[config.mk]
export PLATFORM = sky130hd
export DESIGN_NAME = i4001
export DESIGN_NICKNAME = d
export VERILOG_FILES = /design/src/rtl/i4001_pkg.sv /design/src/rtl/i4001_rom.sv /design/src/rtl/i4001.sv
export SDC_FILE = /design/constraint.sdc
export NUM_CORES = 1
export LEC_CHECK = 0
export ABC_AREA = 1
export CAP_MARGIN = 20
export CORE_ASPECT_RATIO = 2
export CORE_MARGIN = 10
export CORE_UTILIZATION = 40
export CTS_CLUSTER_SIZE = 25
export DETAILED_ROUTE_END_ITERATION = 8
export DONT_BUFFER_PORTS = 1
export PLACE_DENSITY = 0.63
export SLEW_MARGIN = 15
export SYNTH_ARGS = -nofsm -noshare
export SYNTH_HDL_FRONTEND = slang
export SYNTH_SLANG_ARGS = --single-unit
[constraint.sdc]
create_clock -name clk_i -period 1.7 [get_ports clk_i]
set_input_delay 0.34 -clock clk_i [delete_from_list [all_inputs] [get_ports clk_i]]
set_output_delay 0.34 -clock clk_i [all_outputs]
set_load 0.02 [all_outputs]
[src/rtl/i4001_pkg.sv]
// Shared definitions for the i4001 ROM responder: bus phase encoding (same as
// the CPU) and the opcode fields the ROM has to recognise.
package i4001_pkg;

  typedef enum logic [2:0] {
    STATE_A1 = 3'd0,
    STATE_A2 = 3'd1,
    STATE_A3 = 3'd2,
    STATE_M1 = 3'd3,
    STATE_M2 = 3'd4,
    STATE_X1 = 3'd5,
    STATE_X2 = 3'd6,
    STATE_X3 = 3'd7
  } phase_t;

  localparam logic [3:0] OPR_JCN     = 4'h1;
  localparam logic [3:0] OPR_FIM_SRC = 4'h2;
  localparam logic [3:0] OPR_JUN     = 4'h4;
  localparam logic [3:0] OPR_JMS     = 4'h5;
  localparam logic [3:0] OPR_ISZ     = 4'h7;
  localparam logic [3:0] OPR_IO      = 4'hE;
  localparam logic [3:0] OPA_WRR     = 4'h2;
  localparam logic [3:0] OPA_RDR     = 4'hA;

  // True when this word is followed by an operand word that must not be decoded.
  function automatic logic is_two_word(input logic [3:0] opr, input logic [3:0] opa);
    return (opr == OPR_JCN) || (opr == OPR_JUN) || (opr == OPR_JMS) ||
           (opr == OPR_ISZ) || ((opr == OPR_FIM_SRC) && (opa[0] == 1'b0));
  endfunction

endpackage

[src/rtl/i4001_rom.sv]
// 256x8 program mask ROM with a registered (one clk) read port.
module i4001_rom #(
  parameter string ROM_FILE = "rom.hex"
) (
  input  logic       clk_i,
  input  logic [7:0] addr_i,
  output logic [7:0] data_o
);

  logic [7:0] mem [0:255];
  logic [7:0] data_q;

  always_ff @(posedge clk_i) begin
    data_q <= mem[addr_i];
  end

  assign data_o = data_q;

endmodule

[src/rtl/i4001.sv]
// i4001 ROM + I/O port responder: follows the i4004 8-phase bus cycle from
// PHI1/PHI2/SYNC, serves instruction fetches and the SRC/WRR/RDR port commands.
module i4001
  import i4001_pkg::*;
#(
  parameter logic [3:0] CHIP_ID  = 4'h0,
  parameter string      ROM_FILE = "rom.hex",
  parameter logic [3:0] IO_MASK  = 4'b1111
) (
  input  logic       clk_i,
  input  logic       RESET_n_i,
  input  logic       PHI1_i,
  input  logic       PHI2_i,
  input  logic       SYNC_i,
  input  logic       CM_ROM_i,
  input  logic [3:0] D_i,
  output logic [3:0] D_o,
  output logic       D_oe_o,
  input  logic [3:0] IO_i,
  output logic [3:0] IO_o
);

  phase_t      phase_q, phase_d;
  logic        phi1_s_q, phi1_p_q, phi2_s_q, phi2_p_q;
  logic        phi1_rise, phi2_rise;
  logic [11:0] addr_q, addr_d;
  logic        sel_q, sel_d;
  logic        io_sel_q, io_sel_d;
  logic        second_q, second_d;
  logic        word2_q, word2_d;
  logic [3:0]  opr_q, opr_d;
  logic [3:0]  opa_q, opa_d;
  logic [3:0]  io_q, io_d;
  logic [3:0]  dout_q, dout_d;
  logic        oe_q, oe_d;
  logic [7:0]  rom_data;
  logic        exec_ok;

  i4001_rom #(.ROM_FILE(ROM_FILE)) u_rom (
    .clk_i  (clk_i),
    .addr_i (addr_q[7:0]),
    .data_o (rom_data)
  );

  // Edge detectors keep tracking during reset so release cannot fake an edge.
  always_ff @(posedge clk_i) begin
    phi1_s_q <= PHI1_i;
    phi1_p_q <= phi1_s_q;
    phi2_s_q <= PHI2_i;
    phi2_p_q <= phi2_s_q;
  end

  assign phi1_rise = phi1_s_q & ~phi1_p_q;
  assign phi2_rise = phi2_s_q & ~phi2_p_q;
  assign exec_ok   = ~word2_q;

  always_comb begin
    phase_d  = phase_q;
    addr_d   = addr_q;
    sel_d    = sel_q;
    io_sel_d = io_sel_q;
    second_d = second_q;
    word2_d  = word2_q;
    opr_d    = opr_q;
    opa_d    = opa_q;
    io_d     = io_q;

    if (phi2_rise) begin
      phase_d = SYNC_i ? phase_t'(phase_q + 3'd1) : STATE_A1;
    end else begin
      phase_d = phase_q;
    end

    if (phi1_rise) begin
      case (phase_q)
        STATE_A1: addr_d[3:0] = D_i;
        STATE_A2: addr_d[7:4] = D_i;
        STATE_A3: begin
          addr_d[11:8] = D_i;
          sel_d        = (addr_d[11:8] == CHIP_ID) && CM_ROM_i;
        end
        STATE_M1: opr_d = D_i;
        STATE_M2: begin
          // An operand word is snooped but never decoded as an instruction.
          opa_d    = D_i;
          word2_d  = second_q;
          second_d = ~second_q && is_two_word(opr_q, D_i);
        end
        STATE_X2: begin
          if (exec_ok && (opr_q == OPR_FIM_SRC) && opa_q[0] && CM_ROM_i) begin
            io_sel_d = (D_i == CHIP_ID);
          end else begin
            io_sel_d = io_sel_q;
          end
          if (exec_ok && (opr_q == OPR_IO) && (opa_q == OPA_WRR) && io_sel_q) begin
            io_d = D_i & IO_MASK;
          end else begin
            io_d = io_q;
          end
        end
        default: ;
      endcase
    end
  end

  always_comb begin
    oe_d   = 1'b0;
    dout_d = 4'h0;
    case (phase_q)
      STATE_M1: begin
        oe_d   = sel_q;
        dout_d = sel_q ? rom_data[7:4] : 4'h0;
      end
      STATE_M2: begin
        oe_d   = sel_q;
        dout_d = sel_q ? rom_data[3:0] : 4'h0;
      end
      STATE_X2: begin
        if (exec_ok && io_sel_q && (opr_q == OPR_IO) && (opa_q == OPA_RDR)) begin
          oe_d   = 1'b1;
          dout_d = (IO_i & ~IO_MASK) | (io_q & IO_MASK);
        end else begin
          oe_d   = 1'b0;
          dout_d = 4'h0;
        end
      end
      default: begin
        oe_d   = 1'b0;
        dout_d = 4'h0;
      end
    endcase
  end

  always_ff @(posedge clk_i) begin
    if (!RESET_n_i) begin
      phase_q  <= STATE_X3;
      addr_q   <= 12'h000;
      sel_q    <= 1'b0;
      io_sel_q <= 1'b0;
      second_q <= 1'b0;
      word2_q  <= 1'b0;
      opr_q    <= 4'h0;
      opa_q    <= 4'h0;
      io_q     <= 4'h0;
      dout_q   <= 4'h0;
      oe_q     <= 1'b0;
    end else begin
      phase_q  <= phase_d;
      addr_q   <= addr_d;
      sel_q    <= sel_d;
      io_sel_q <= io_sel_d;
      second_q <= second_d;
      word2_q  <= word2_d;
      opr_q    <= opr_d;
      opa_q    <= opa_d;
      io_q     <= io_d;
      dout_q   <= dout_d;
      oe_q     <= oe_d;
    end
  end

  assign D_o    = dout_q;
  assign D_oe_o = oe_q;
  assign IO_o   = io_q;

endmodule

; ---- Word level (Yosys, flattened, before mapping)
; Cells that the tools add are included.
[totals]
reg_bits = 36
rom_bits = 0
n_memories = 0
word_cells = 65
latchBits = 0
ramBits = 0
[op_classes]
n_mul = 0
shifts = 0
div = 0
n_lt_le_gt_ge = 0
n_reduce_logical = 23
n_bitwise = 7
n_addsub = 1
n_eq_ne = 12
mux = 7
[ops]
columns = op, n
row1 = $eq A4 B3 Y1 const B, 3
row2 = $logic_and A1 B1 Y1, 12
row3 = $mux W4, 3
row4 = $pmux W4 S3, 1
row5 = $eq A4 B2 Y1 const B, 2
row6 = $eq A4 B4 Y1 const B, 2
row7 = $eq A3 B2 Y1 const B, 2
row8 = $eq A3 B3 Y1 const B, 2
row9 = $reduce_and A2 Y1, 3
row10 = $reduce_and A3 Y1, 2
row11 = $not A1 Y1, 5
row12 = $eq A4 B1 Y1 const B, 1
row13 = $logic_not A4 Y1, 1
row14 = $logic_or A1 B1 Y1, 4
row15 = $add A3 B1 Y3 const B, 1
row16 = $mux W3, 1
row17 = $and A1 B1 Y1, 2
row18 = $pmux W1 S2, 1
row19 = $reduce_or A2 Y1, 1
row20 = $mux W1, 1

; ---- Logic depth before layout (Yosys ltp)
[depth]
ltp_word = 6
depth_mapped = 10
mapped_depth_nobuf = 10

; ---- Modules after synthesis
; Synthesis repeated with hierarchy kept, for this count alone.
[unflattened]
cells_unflattened = 215
hier_area_um2 = 1685.4
[by_module_without_submodules]
columns = mod, cells_per_inst, area_each_um2, seq_area_each_um2, instances
row1 = i4001, 206, 1621.6, 720.7, 1
row2 = i4001_rom, 9, 63.8, 0.0, 1

; ---- Worst setup path after synthesis
; OpenSTA, ideal clock, no wires.
[synth_path]
path_type = reg-to-reg
start = register phase_q[0]
end = register opa_q[3]
setup_slack_ns = 0.545
setup_ns = 0.119
path_buffers = 0
required_time_ns = 1.581
arrival_ns = 1.036
stages_incl_launch_ff = 8
period_less_slack_ns = 1.155
cell_sequence = dfxtp_1 inv_1 ha_1 nand2_1 nor2_4 inv_2 o21ai_0 a21oi_1
[synth_via]
elab_chain_len = 2
[synth_rtl]
columns = item, line
row1 = "start, declared", i4001.sv:23  ; phase_t phase_q, phase_d;
row2 = "start signal, assigned", i4001.sv:148  ; phase_q <= phase_d;
row3 = $eq A3 B3 Y1, i4001.sv:75  ; case (phase_q)
row4 = $reduce_and A2 Y1 (no source line), --
row5 = "end signal, assigned", i4001.sv:155  ; opa_q <= opa_d;
row6 = "end, declared", i4001.sv:32  ; logic [3:0] opa_q, opa_d;
; Every way passes these cells.
; A chain may end at the register's enable or synchronous reset.

; ---- Final worst setup path
; Ends and elaborated chain as after synthesis.

==> out/results.md <==
| Metric | Reported | Unit |
|:---|:---|:---|
| Run status | finished clean | - |
| Aggregate negative setup slack | 0 | ps |
| Category of the most critical setup path | reg2reg | - |
| Number of sinks handled by clock tree synthesis | 28 | - |
| Number of warnings printed during yosys synthesis | 0 | - |
| Net count after synthesis | 175 | - |
| Post-CTS Hold Buffers | 0 | - |
| Port-buffer cells | 0 | - |
| Number of buffers created by CTS | 3 | - |
| Post-synth top area share | 0.4667 | - |
| IR drop worst, VDD | 0.4973 | mV |
| Post-route DRC | 0 | - |
| Number of optimization iterations in the first detailed-route pass | 4 | - |
| Maximum fanout encountered on the critical timing path | 9 | - |
| Final estimated routing congestion in global placement | 0.7731 | - |
| Clock Skew | 6.278 | ps |
| Number of antenna violations at the first check in global routing | 0 | - |
| Post-detailed-route count of antenna-violating nets | 0 | - |
| Normalized max-slew margin | 0.8317 | - |
| Share of layout cells above drive strength 1 | 0.1132 | - |
| Wire length per cell after detailed routing | 13.47 | um |
| Cell area after layout | 0.001275 | mm2 |
| Area of combinational cells with multiple inputs | 516.7 | um2 |
| Share of the clock period used by the worst path after layout | 0.8072 | - |
| Area Growth Syn to Fin | 6.146 | % |
| Number of filler cells placed in the layout | 302 | - |
| Standard-cell row count | 28 | - |
| Proportion of register bits with asynchronous set or reset after synthesis | 0 | - |
| Number of flops mapped to enable cells by yosys | 0 | - |
| Register bit total from synthesis | 28 | - |
| Vertical extent of the die | 97.50 | um |
| Via count | 931 | - |
| Clock tree from TritonCTS | yes | - |
| Final critical delay including setup and external delays | 1372 | ps |
| Data arrival at the endpoint of the critical path | 1540 | ps |
| Setup-failing EPs final | 0 | - |
| Cell types with the highest counts after synthesis | sky130_fd_sc_hd__nand2_1 (29), sky130_fd_sc_hd__dfxtp_1 (28), sky130_fd_sc_hd__inv_1 (24) | - |
| Max Cap Viol | 0 | - |
| Overall global routing resource usage | 0.09503 | - |
| Leading cell type by number of instances after synthesis | sky130_fd_sc_hd__nand2_1 | - |
| Antenna fix cells | 0 | - |
| Total count of hold-check failures in the final report | 0 | - |
| Fmax | 0.7287 | GHz |
| Area after detailed placement | 0.001220 | mm2 |
| Mapped Area | 0.001201 | mm2 |
| Clock latency at the later pin of the worst-skew pair | 270 | ps |
| Worst setup slack before clock tree synthesis | 349.7 | ps |
| Max-slew violations | 0 | - |
| Least setup slack across all paths after layout | 327.7 | ps |
| Number of buffers inserted by post-CTS setup repair | 0 | - |
| Clock transition time at the flip-flop clock pins of the worst setup and hold paths | 90 | ps |
| Drt total wl | 2546 | um |
| Worst Hold Class | in2reg | - |
| Starting Density | 0.4131 | - |
| Leakage dissipation | 0.5836 | nW |
| Global-route wire length before repair | 4326 | um |
| Number of global-route vias before repair | 969 | - |
| HPWL Detailed | 2119 | um |
| Die area | 0.005728 | mm2 |
| Mean instance size in the synthesized netlist | 7.651 | um2 |
| Deepest clock path buffer count | 2 | - |
| Cell types with the largest area share after synthesis | sky130_fd_sc_hd__dfxtp_1 (47%), sky130_fd_sc_hd__nand2_1 (9.1%), sky130_fd_sc_hd__inv_1 (7.5%), sky130_fd_sc_hd__nor2_1 (6.6%), sky130_fd_sc_hd__a21oi_1 (5.4%) | - |
| CTS H-Tree Depth | 1 | - |
| PD cells | 894.1 | mW/mm2 |
| Library cell with the largest summed area after synthesis | sky130_fd_sc_hd__dfxtp_1 | - |
| Routed vias/inst | 4.926 | - |
| I/O Pins | 23 | - |
| Residual overflow from global routing | 0 | - |
| Number of distinct library cells after synthesis | 21 | - |
| Area of the core | 0.002908 | mm2 |
| Actual transition at the worst max-transition pin | 250.5 | ps |
| Part of the Yosys area used for sequential elements | 0.4667 | - |
| Top_reg_cell synth | sky130_fd_sc_hd__dfxtp_1 | - |
| Total Nets Final | 178 | - |
| Quantity of gates resized following cts | 0 | - |
| Iteration-0 DRC Markers | 19 | - |
| Maximum number of pins on one net before global-route repair | 18 | - |
| Critical path endpoint category | flop | - |
| Syn Inst Count | 157 | - |
| Area taken by flip-flops and latches | 560.5 | um2 |
| CP required | 1870 | ps |
| Clock tree root buffer cell | sky130_fd_sc_hd__clkbuf_8 | - |
| Die boundary width | 58.75 | um |
| RSZ-0062 raised after global routing | no | - |
| Sort of element at the start of the critical path | flop | - |
where the power goes:
part           switching (W)  total [W]  internal (W)
combinational      0.0000339  0.0000542     0.0000202
clock               0.000198   0.000406      0.000207
sequential         0.0000105   0.000680      0.000670
total               0.000243    0.00114      0.000897
state kept, by name, summed over array words and instances, names as in the netlist:
name      cells
D_o           4
IO_o          4
opa_q         4
opr_q         4
phase_q       3
D_oe_o        1
io_sel_q      1
phi1_p_q      1
phi1_s_q      1
phi2_p_q      1
phi2_s_q      1
second_q      1
sel_q         1
word2_q       1
critical path: stages, from the launching register on:
cell	delay, ps
sky130_fd_sc_hd__dfxtp_1	350
sky130_fd_sc_hd__inv_1	90
sky130_fd_sc_hd__ha_1	180
sky130_fd_sc_hd__nand2_1	90
sky130_fd_sc_hd__nor2_4	240
sky130_fd_sc_hd__inv_2	80
sky130_fd_sc_hd__o21ai_0	160
sky130_fd_sc_hd__a21oi_1	60
cells by family (layout without fill, tap and decap cells):
logic type / after synthesis / count (layout) / share of synthesized area
simple gates: 69 / 69 / 0.2781
compound gates: 26 / 26 / 0.1104
fa+ha+maj: 4 / 4 / 0.04167
flops: 28 / 28 / 0.4667
buf+inv: 30 / 32 / 0.1031
layout by cell type, fill, tap and decap left out:
cell type and count:
sky130_fd_sc_hd__clkbuf_8 4, sky130_fd_sc_hd__nand3_1 4, sky130_fd_sc_hd__o211ai_1 1, sky130_fd_sc_hd__o21ai_0 12, sky130_fd_sc_hd__inv_1 24, sky130_fd_sc_hd__nand4_1 2, sky130_fd_sc_hd__a21oi_1 13, sky130_fd_sc_hd__nand3b_1 2
sky130_fd_sc_hd__nor2_4 4, sky130_fd_sc_hd__nand4_2 1, sky130_fd_sc_hd__nand2_2 2, sky130_fd_sc_hd__ha_1 4, sky130_fd_sc_hd__nor3_1 1, sky130_fd_sc_hd__nand2_4 1, sky130_fd_sc_hd__inv_2 4, sky130_fd_sc_hd__dfxtp_1 28
sky130_fd_sc_hd__nor2_1 21, sky130_fd_sc_hd__nand2_1 29, sky130_fd_sc_hd__or2_2 1, sky130_fd_sc_hd__nor2_2 1
routing by layer:
layer,track usage,up-vias,wire (um)
met1,0.08613,424,914
li1,-,490,-
met5,0,-,0
met2,0.1780,11,1477
met4,0.04973,0,65
met3,0.02225,6,88
per-stage QoR:
stage          utilization  total power, W  hold WS [ps]  instances
6_report            0.4385        0.001140         87.69        189
5_1_grt             0.4385        0.001182         73.42        189
4_1_cts             0.4385        0.001152         81.08        189
3_5_place_dp        0.4195       0.0007512         346.4        185
3_3_place_gp        0.4195       0.0007471         336.8        185
2_1_floorplan            -       0.0007452         330.8        157
final timing paths:
check                  start  endpoint  slack, ps  cells after the start
hold / removal        PHI2_i  phi2_s_q         90                      0
setup / recovery  phase_q[0]  opa_q[3]        330                      7
hold reg to reg     phi2_s_q  phi2_p_q        360                      0
setup reg to reg  phase_q[0]  opa_q[3]        330                      7
area by class of cell:
type,instances,area share
sequential,28,0.4396
clock buffer,4,0.04318
inverter,28,0.08243
tap,30,0.02944
multi-input combinational,99,0.4053
Note: power is estimated with default switching activity, not from simulation.
